--- src/rtl/fetch_if.sv ---
// Fetch-side bus: instruction memory read port, redirect input and decode handshake.
// The sequencer takes the master view; the environment around it takes the slave view.
interface fetch_if #(
  parameter int ADDR_W = 32
);
  logic              fetch_en;
  logic [ADDR_W-1:0] imem_addr;
  logic [31:0]       imem_instr;
  logic              redirect_valid;
  logic [ADDR_W-1:0] redirect_pc;
  logic              id_valid;
  logic              id_ready;
  logic [31:0]       id_instr;
  logic [ADDR_W-1:0] id_pc;
  logic              halted;
  logic              misalign_err;

  modport master (
    input  fetch_en, imem_instr, redirect_valid, redirect_pc, id_ready,
    output imem_addr, id_valid, id_instr, id_pc, halted, misalign_err
  );

  modport slave (
    output fetch_en, imem_instr, redirect_valid, redirect_pc, id_ready,
    input  imem_addr, id_valid, id_instr, id_pc, halted, misalign_err
  );
endinterface

--- src/rtl/fetch_sequencer.sv ---
// Instruction-fetch controller: owns the PC, reads a combinational imem and
// buffers {pc, instr} pairs in a small FIFO feeding decode; handles redirect/flush.
module fetch_sequencer #(
  parameter int                ADDR_W   = 32,
  parameter logic [ADDR_W-1:0] RESET_PC = '0,
  parameter logic [ADDR_W-1:0] PC_LIMIT = ADDR_W'(28),
  parameter int                FQ_DEPTH = 2
) (
  input  logic   clk,
  input  logic   rst_n,
  fetch_if.master bus
);
  localparam int PTR_W = $clog2(FQ_DEPTH);
  localparam int CNT_W = PTR_W + 1;

  typedef enum logic [1:0] {IDLE, RUN, DRAIN, HALTED} state_t;

  typedef struct packed {
    logic [ADDR_W-1:0] pc;
    logic [31:0]       instr;
  } fq_entry_t;

  state_t            state, state_n;
  logic [ADDR_W-1:0] pc, pc_n;
  logic [CNT_W-1:0]  count, count_n;
  logic [PTR_W-1:0]  rd_ptr, wr_ptr;
  logic              err, err_n;
  logic              enq, deq, redir, flush;
  fq_entry_t         fq [FQ_DEPTH];

  assign deq   = bus.id_valid & bus.id_ready;
  assign redir = bus.redirect_valid & (state != IDLE);
  assign enq   = (state == RUN) & bus.fetch_en & ((count < CNT_W'(FQ_DEPTH)) | deq)
               & ~bus.redirect_valid;

  always_comb begin
    state_n = state;
    pc_n    = pc;
    err_n   = err;
    flush   = 1'b0;
    count_n = count + CNT_W'(enq) - CNT_W'(deq);
    if (enq) pc_n = pc + ADDR_W'(4);
    case (state)
      IDLE:    if (bus.fetch_en) state_n = RUN;
      RUN:     if (enq && pc == PC_LIMIT) state_n = DRAIN;
      DRAIN:   if (count_n == '0) state_n = HALTED;
      default: state_n = state;
    endcase
    // Redirect wins over everything; a same-cycle dequeue still counts as accepted.
    if (redir) begin
      flush   = 1'b1;
      count_n = '0;
      if (bus.redirect_pc[1:0] != 2'b00) begin
        err_n   = 1'b1;
        state_n = HALTED;
      end else begin
        pc_n    = bus.redirect_pc;
        state_n = RUN;
      end
    end
  end

  always_ff @(posedge clk or negedge rst_n) begin
    if (!rst_n) begin
      state <= IDLE;
      pc    <= RESET_PC;
      count <= '0;
      err   <= 1'b0;
    end else begin
      state <= state_n;
      pc    <= pc_n;
      count <= count_n;
      err   <= err_n;
    end
  end

  // Storage is reset so the head outputs read zero out of reset.
  always_ff @(posedge clk or negedge rst_n) begin
    if (!rst_n) begin
      rd_ptr <= '0;
      wr_ptr <= '0;
      for (int i = 0; i < FQ_DEPTH; i++) fq[i] <= '0;
    end else if (flush) begin
      rd_ptr <= '0;
      wr_ptr <= '0;
    end else begin
      if (enq) begin
        fq[wr_ptr] <= '{pc: pc, instr: bus.imem_instr};
        wr_ptr     <= wr_ptr + 1'b1;
      end
      if (deq) rd_ptr <= rd_ptr + 1'b1;
    end
  end

  assign bus.imem_addr    = pc;
  assign bus.id_valid     = (count != '0);
  assign bus.id_instr     = fq[rd_ptr].instr;
  assign bus.id_pc        = fq[rd_ptr].pc;
  assign bus.halted       = (state == HALTED);
  assign bus.misalign_err = err;
endmodule

--- src/flat_wrapper.sv ---
// flat-port wrapper written by rule: the top's interface ports become plain ports
module fetch_sequencer_flat 
#(
  parameter int                ADDR_W   = 32,
  parameter logic [ADDR_W-1:0] RESET_PC = '0,
  parameter logic [ADDR_W-1:0] PC_LIMIT = ADDR_W'(28),
  parameter int                FQ_DEPTH = 2
)
  (clk, rst_n, bus_fetch_en, bus_imem_instr, bus_redirect_valid, bus_redirect_pc, bus_id_ready, bus_imem_addr, bus_id_valid, bus_id_instr, bus_id_pc, bus_halted, bus_misalign_err);
  fetch_if #(.ADDR_W(ADDR_W)) bus_i ();
  input  logic clk;
  input  logic rst_n;
  input wire logic [$bits(bus_i.fetch_en)-1:0] bus_fetch_en;
  input wire logic [$bits(bus_i.imem_instr)-1:0] bus_imem_instr;
  input wire logic [$bits(bus_i.redirect_valid)-1:0] bus_redirect_valid;
  input wire logic [$bits(bus_i.redirect_pc)-1:0] bus_redirect_pc;
  input wire logic [$bits(bus_i.id_ready)-1:0] bus_id_ready;
  output wire logic [$bits(bus_i.imem_addr)-1:0] bus_imem_addr;
  output wire logic [$bits(bus_i.id_valid)-1:0] bus_id_valid;
  output wire logic [$bits(bus_i.id_instr)-1:0] bus_id_instr;
  output wire logic [$bits(bus_i.id_pc)-1:0] bus_id_pc;
  output wire logic [$bits(bus_i.halted)-1:0] bus_halted;
  output wire logic [$bits(bus_i.misalign_err)-1:0] bus_misalign_err;
  assign bus_i.fetch_en = bus_fetch_en;
  assign bus_i.imem_instr = bus_imem_instr;
  assign bus_i.redirect_valid = bus_redirect_valid;
  assign bus_i.redirect_pc = bus_redirect_pc;
  assign bus_i.id_ready = bus_id_ready;
  assign bus_imem_addr = bus_i.imem_addr;
  assign bus_id_valid = bus_i.id_valid;
  assign bus_id_instr = bus_i.id_instr;
  assign bus_id_pc = bus_i.id_pc;
  assign bus_halted = bus_i.halted;
  assign bus_misalign_err = bus_i.misalign_err;
  fetch_sequencer #(.ADDR_W(ADDR_W), .RESET_PC(RESET_PC), .PC_LIMIT(PC_LIMIT), .FQ_DEPTH(FQ_DEPTH)) u_core (.clk(clk), .rst_n(rst_n), .bus(bus_i));
endmodule
--- config.mk ---
export PLATFORM = sky130hd
export DESIGN_NAME = fetch_sequencer_flat
export DESIGN_NICKNAME = d
export VERILOG_FILES = /design/src/rtl/fetch_if.sv /design/src/rtl/fetch_sequencer.sv /design/src/flat_wrapper.sv
export SDC_FILE = /design/constraint.sdc
export NUM_CORES = 1
export LEC_CHECK = 0
export BUFFER_PORTS_ARGS = -buffer_cell sky130_fd_sc_hd__buf_2
export CORE_ASPECT_RATIO = 1.5
export CORE_MARGIN = 2
export CORE_UTILIZATION = 49
export DETAILED_ROUTE_END_ITERATION = 6
export HOLD_SLACK_MARGIN = 0.03
export PLACE_DENSITY = 0.76
export SLEW_MARGIN = 0
export SYNTH_ARGS = -nofsm -noshare
export SYNTH_HDL_FRONTEND = slang
export SYNTH_SLANG_ARGS = --single-unit
--- constraint.sdc ---
create_clock -name clk -period 2.17 [get_ports clk]
set_input_delay 0.217 -clock clk [delete_from_list [all_inputs] [get_ports clk]]
set_output_delay 0.217 -clock clk [all_outputs]
set_load 0.02 [all_outputs]
==> run_summary.xml <==
<?xml version="1.0" encoding="UTF-8"?>
<metrics>
  <group name="logic_synthesis">
    <metric name="yosys_register_bits" unit="">167</metric>
    <metric name="synthArstFlopShare" unit="%">100</metric>
    <metric name="post-synth-top-area-fraction" unit="%">53.6</metric>
    <metric name="syn_area" unit="mm²">0.00780</metric>
    <metric name="post-synth-top-area-cell" unit="">sky130_fd_sc_hd__dfrtp_1</metric>
    <metric name="seq_area_frac_synth" unit="%">53.6</metric>
    <metric name="most_frequent_cell_after_synthesis" unit="">sky130_fd_sc_hd__mux2_2</metric>
    <metric name="synthTopCellsByCount" unit="">sky130_fd_sc_hd__mux2_2 (191), sky130_fd_sc_hd__dfrtp_1 (167), sky130_fd_sc_hd__nand2_1 (45)</metric>
    <metric name="synth.area.top_cells" unit="">sky130_fd_sc_hd__dfrtp_1 (54%), sky130_fd_sc_hd__mux2_2 (28%), sky130_fd_sc_hd__nand2_1 (2.2%)</metric>
    <metric name="synth-edff-count" unit="">0</metric>
    <metric name="synth-warning-count" unit="">0</metric>
    <metric name="synth_fp_nets" unit="">681</metric>
    <metric name="syn_inst" unit="">605</metric>
    <metric name="synthesis.area_per_instance" unit="µm²">12.9</metric>
    <metric name="post_synth_num_cell_types" unit="">43</metric>
    <metric name="postSynth.topFlopCell" unit="">sky130_fd_sc_hd__dfrtp_1</metric>
  </group>
  <group name="pwr">
    <metric name="cell_internal_pwr" unit="µW">8560</metric>
    <metric name="power.share.combinational" unit="%">38.8</metric>
    <metric name="cellLeakagePower" unit="µW">0.00468</metric>
    <metric name="pwr_density_cell" unit="mW/mm²">1330</metric>
    <metric name="part_of_the_total_power_dissipated_in_sequential_elements" unit="%">38.5</metric>
    <metric name="vdd_drop_max" unit="V">0.000679</metric>
    <metric name="clock_power_share" unit="%">22.6</metric>
    <metric name="power.net_switching" unit="µW">4740</metric>
    <metric name="p_sw_share" unit="%">35.6</metric>
  </group>
  <group name="clock_network">
    <metric name="cts_num_sinks" unit="">167</metric>
    <metric name="max_h_tree_level" unit="">4</metric>
    <metric name="cts-root-buf" unit="">sky130_fd_sc_hd__clkbuf_16</metric>
    <metric name="clk-insertion-delay-late" unit="ns">0.42</metric>
    <metric name="cts_tree" unit="">built</metric>
    <metric name="cts_buffers" unit="">17</metric>
    <metric name="ctsLongestPathBuffers" unit="">2</metric>
    <metric name="clk_pin_slew" unit="ns">0.07</metric>
  </group>
  <group name="cells_and_area">
    <metric name="n_antenna_cell" unit="">0</metric>
    <metric name="nets" unit="">888</metric>
    <metric name="util_after_layout" unit="%">64.0</metric>
    <metric name="drive_above_1_share" unit="%">53.5</metric>
    <metric name="area_growth_syn_to_layout" unit="%">28.3</metric>
  </group>
  <group name="grt">
    <metric name="first_pass_grt_wire_length" unit="µm">29500</metric>
    <metric name="antenna_found_initial" unit="">1</metric>
    <metric name="globalRouteOverflowTotal" unit="">0</metric>
    <metric name="grt_start_max_net_pins" unit="">55</metric>
    <metric name="groute.usage.overall" unit="%">22.3</metric>
    <metric name="grt_pass1_vias" unit="">5836</metric>
  </group>
  <group name="detailed_routing">
    <metric name="firstDrtPassIters" unit="">5</metric>
    <metric name="routed_via_density" unit="">5.47</metric>
    <metric name="wl_per_cell" unit="µm">18.2</metric>
    <metric name="dr.first_iter.drc_count" unit="">201</metric>
    <metric name="wl" unit="µm">18700</metric>
    <metric name="remaining_design_rule_violation_count" unit="">0</metric>
    <metric name="route.vias.total" unit="">5623</metric>
    <metric name="residual_antenna_violating_net_count_after_detailed_routing" unit="">0</metric>
  </group>
  <group name="timing">
    <metric name="drv_slew" unit="">0</metric>
    <metric name="period_utilisation_layout" unit="%">108</metric>
    <metric name="clk_skew" unit="ns">0.0153</metric>
    <metric name="rsz_0062_raised_after_global_routing" unit="">true</metric>
    <metric name="postLayoutSetupSlackWorst" unit="ns">-0.174</metric>
    <metric name="worstMarginPinSlew" unit="ns">0.420</metric>
    <metric name="finalHoldViolations" unit="">0</metric>
    <metric name="slew_headroom" unit="%">71.8</metric>
    <metric name="fin_crit" unit="ns">2.34</metric>
    <metric name="timing.fmax" unit="MHz">427</metric>
    <metric name="setup_viol" unit="">2</metric>
    <metric name="setup_total_negative_slack" unit="ns">-0.284</metric>
  </group>
  <group name="worst_setup_path">
    <metric name="setup.worst_path.end_class" unit="">flop</metric>
    <metric name="required_time_at_the_endpoint_of_the_critical_path" unit="ns">2.48</metric>
    <metric name="critPathLaunchType" unit="">flop</metric>
    <metric name="critPathArrivalTime" unit="ns">2.65</metric>
    <metric name="timing.critical_path.fanout_max" unit="">3</metric>
    <metric name="setup.worst_path.class" unit="">flop to flop</metric>
  </group>
  <group name="placement">
    <metric name="io_buffer_count" unit="">167</metric>
    <metric name="place_ws" unit="ns">-0.192</metric>
    <metric name="dp.final_hpwl" unit="µm">12900</metric>
    <metric name="gp_routability_congestion" unit="">0.860</metric>
  </group>
  <group name="outcome">
    <metric name="run_status" unit="">finished, violations left</metric>
    <metric name="violations" unit="">setup timing</metric>
  </group>
  <group name="floorplan">
    <metric name="design.core.area" unit="mm²">0.0156</metric>
    <metric name="x_dimension_of_the_die" unit="µm">107</metric>
    <metric name="initial_utilization" unit="%">49.9</metric>
    <metric name="die_area" unit="mm²">0.0170</metric>
    <metric name="ioPinCount" unit="">168</metric>
    <metric name="die-height" unit="µm">159</metric>
    <metric name="placement_rows" unit="">56</metric>
  </group>
  <group name="min_path">
    <metric name="min_path_type" unit="">primary input to flop</metric>
  </group>
  <group name="flow_run">
    <metric name="max_cap_viol_count" unit="">0</metric>
  </group>
</metrics>
==> placed cells by master, fill, tap and decap left out, types with 4 or more instances in the layout <==
cell type,n
sky130_fd_sc_hd__nand4_1,8
sky130_fd_sc_hd__o21ai_0,27
sky130_fd_sc_hd__xnor2_1,15
sky130_fd_sc_hd__and3_1,4
sky130_fd_sc_hd__nand2_1,44
sky130_fd_sc_hd__nand3_1,13
sky130_fd_sc_hd__inv_1,4
sky130_fd_sc_hd__inv_6,6
sky130_fd_sc_hd__nor4_1,15
sky130_fd_sc_hd__xor2_1,10
sky130_fd_sc_hd__buf_2,166
sky130_fd_sc_hd__and2_1,6
sky130_fd_sc_hd__buf_12,10
sky130_fd_sc_hd__a31oi_1,5
sky130_fd_sc_hd__mux2_2,191
sky130_fd_sc_hd__clkbuf_16,18
sky130_fd_sc_hd__dlygate4sd3_1,22
sky130_fd_sc_hd__buf_4,19
sky130_fd_sc_hd__dfrtp_1,166
sky130_fd_sc_hd__nor3_1,4
sky130_fd_sc_hd__ha_1,5
sky130_fd_sc_hd__nor2_1,12
==> state kept, by name, summed over array words and instances (netlist names) <==
name                     count
u_core.bus.imem_addr        32
u_core.fq                  128
u_core.wr_ptr                1
u_core.rd_ptr                1
u_core.state                 2
u_core.count                 2
u_core.bus.misalign_err      1
==> final timing paths <==
| check | start | end | slack (ns) | depth (start not counted) |
|---|---|---|---|---|
| worst max-delay path | u_core.count[1]$_DFF_PN0_ | u_core.state[0]$_DFFE_PN0P_ | -0.17 | 10 |
| worst min-delay path | bus_imem_instr[3] | u_core.fq[67]$_DFFE_PN0P_ | 0.04 | 2 |
| worst max register to register | u_core.count[1]$_DFF_PN0_ | u_core.state[0]$_DFFE_PN0P_ | -0.17 | 10 |
| worst min register to register | u_core.fq[52]$_DFFE_PN0P_ | u_core.fq[52]$_DFFE_PN0P_ | 0.48 | 2 |
| max in group asynchronous | rst_n | u_core.fq[119]$_DFFE_PN0P_ | 1.24 | 3 |
| min in group asynchronous | rst_n | u_core.fq[76]$_DFFE_PN0P_ | 0.24 | 2 |
==> metrics by stage <==
stage	power, µW	hold slack [ns]	cells	area [µm²]
after global placement	10000	0.127	968	9110
after global routing	14000	0.0347	1028	10000
after floorplan	8480	-0.0786	605	7820
after CTS	13400	0.0333	1025	9960
final	13300	0.0395	1028	10000
after detailed placement	10300	0.127	968	9110
==> critical path, stage by stage (launching register included) <==
cell,delay [ns]
sky130_fd_sc_hd__dfrtp_1,0.37
sky130_fd_sc_hd__or2_4,0.25
sky130_fd_sc_hd__and2_4,0.17
sky130_fd_sc_hd__ha_4,0.26
sky130_fd_sc_hd__inv_2,0.04
sky130_fd_sc_hd__ha_4,0.14
sky130_fd_sc_hd__xor3_1,0.21
sky130_fd_sc_hd__o211ai_1,0.22
sky130_fd_sc_hd__o311a_1,0.26
sky130_fd_sc_hd__nand3_1,0.09
sky130_fd_sc_hd__a22o_1,0.23
==> layout make-up <==
| type | instances | area [µm²] |
|---|---|---|
| Multi-Input combinational cell | 399 | 3500 |
| Sequential cell | 167 | 4180 |
| Clock inverter | 14 | 159 |
| Tap cell | 203 | 254 |
| Fill cell | 1182 | 5620 |
| Timing Repair Buffer | 221 | 1450 |
| Clock buffer | 18 | 439 |
| Inverter | 6 | 25.0 |
==> power by group through the flow <==
stage	Sequential (µW)	Clock, µW	Combinational, µW
after floorplan	5000	0	3480
after global placement	5050	0	4960
after detailed placement	5170	0	5080
after CTS	5110	3080	5190
after global routing	5270	3220	5550
final	5130	3010	5170
==> layer usage <==
metal	global-route usage [%]	up-vias	share of wire, %
met5	0	-	0.069
met4	6.68	2	1.7
met3	4.91	26	6.1
met2	40.6	201	53
met1	26.2	2806	40
li1	-	2588	-
==> timing repair <==
item	4_1_cts	5_1_grt
buffers inserted	3	2
endpoints found under the setup margin	2	38
resized for setup	2	3
pin swaps	2	4
hold buffers	22	0
cloned	0	1
hold endpoints to repair	53	0
==> kinds of logic after synthesis <==
logic type | count (synthesis) | share of synthesized area, %
multiplexers | 193 | 27.8
flip-flops | 167 | 53.6
AND/OR/NAND/NOR | 131 | 9.07
AO/OA/AOI/OAI | 42 | 3.08
buffers and inverters | 39 | 2.18
XOR/XNOR | 26 | 3.11
adder cells (fa/ha/maj) | 7 | 1.12
Power figures use the tool's default switching activity.
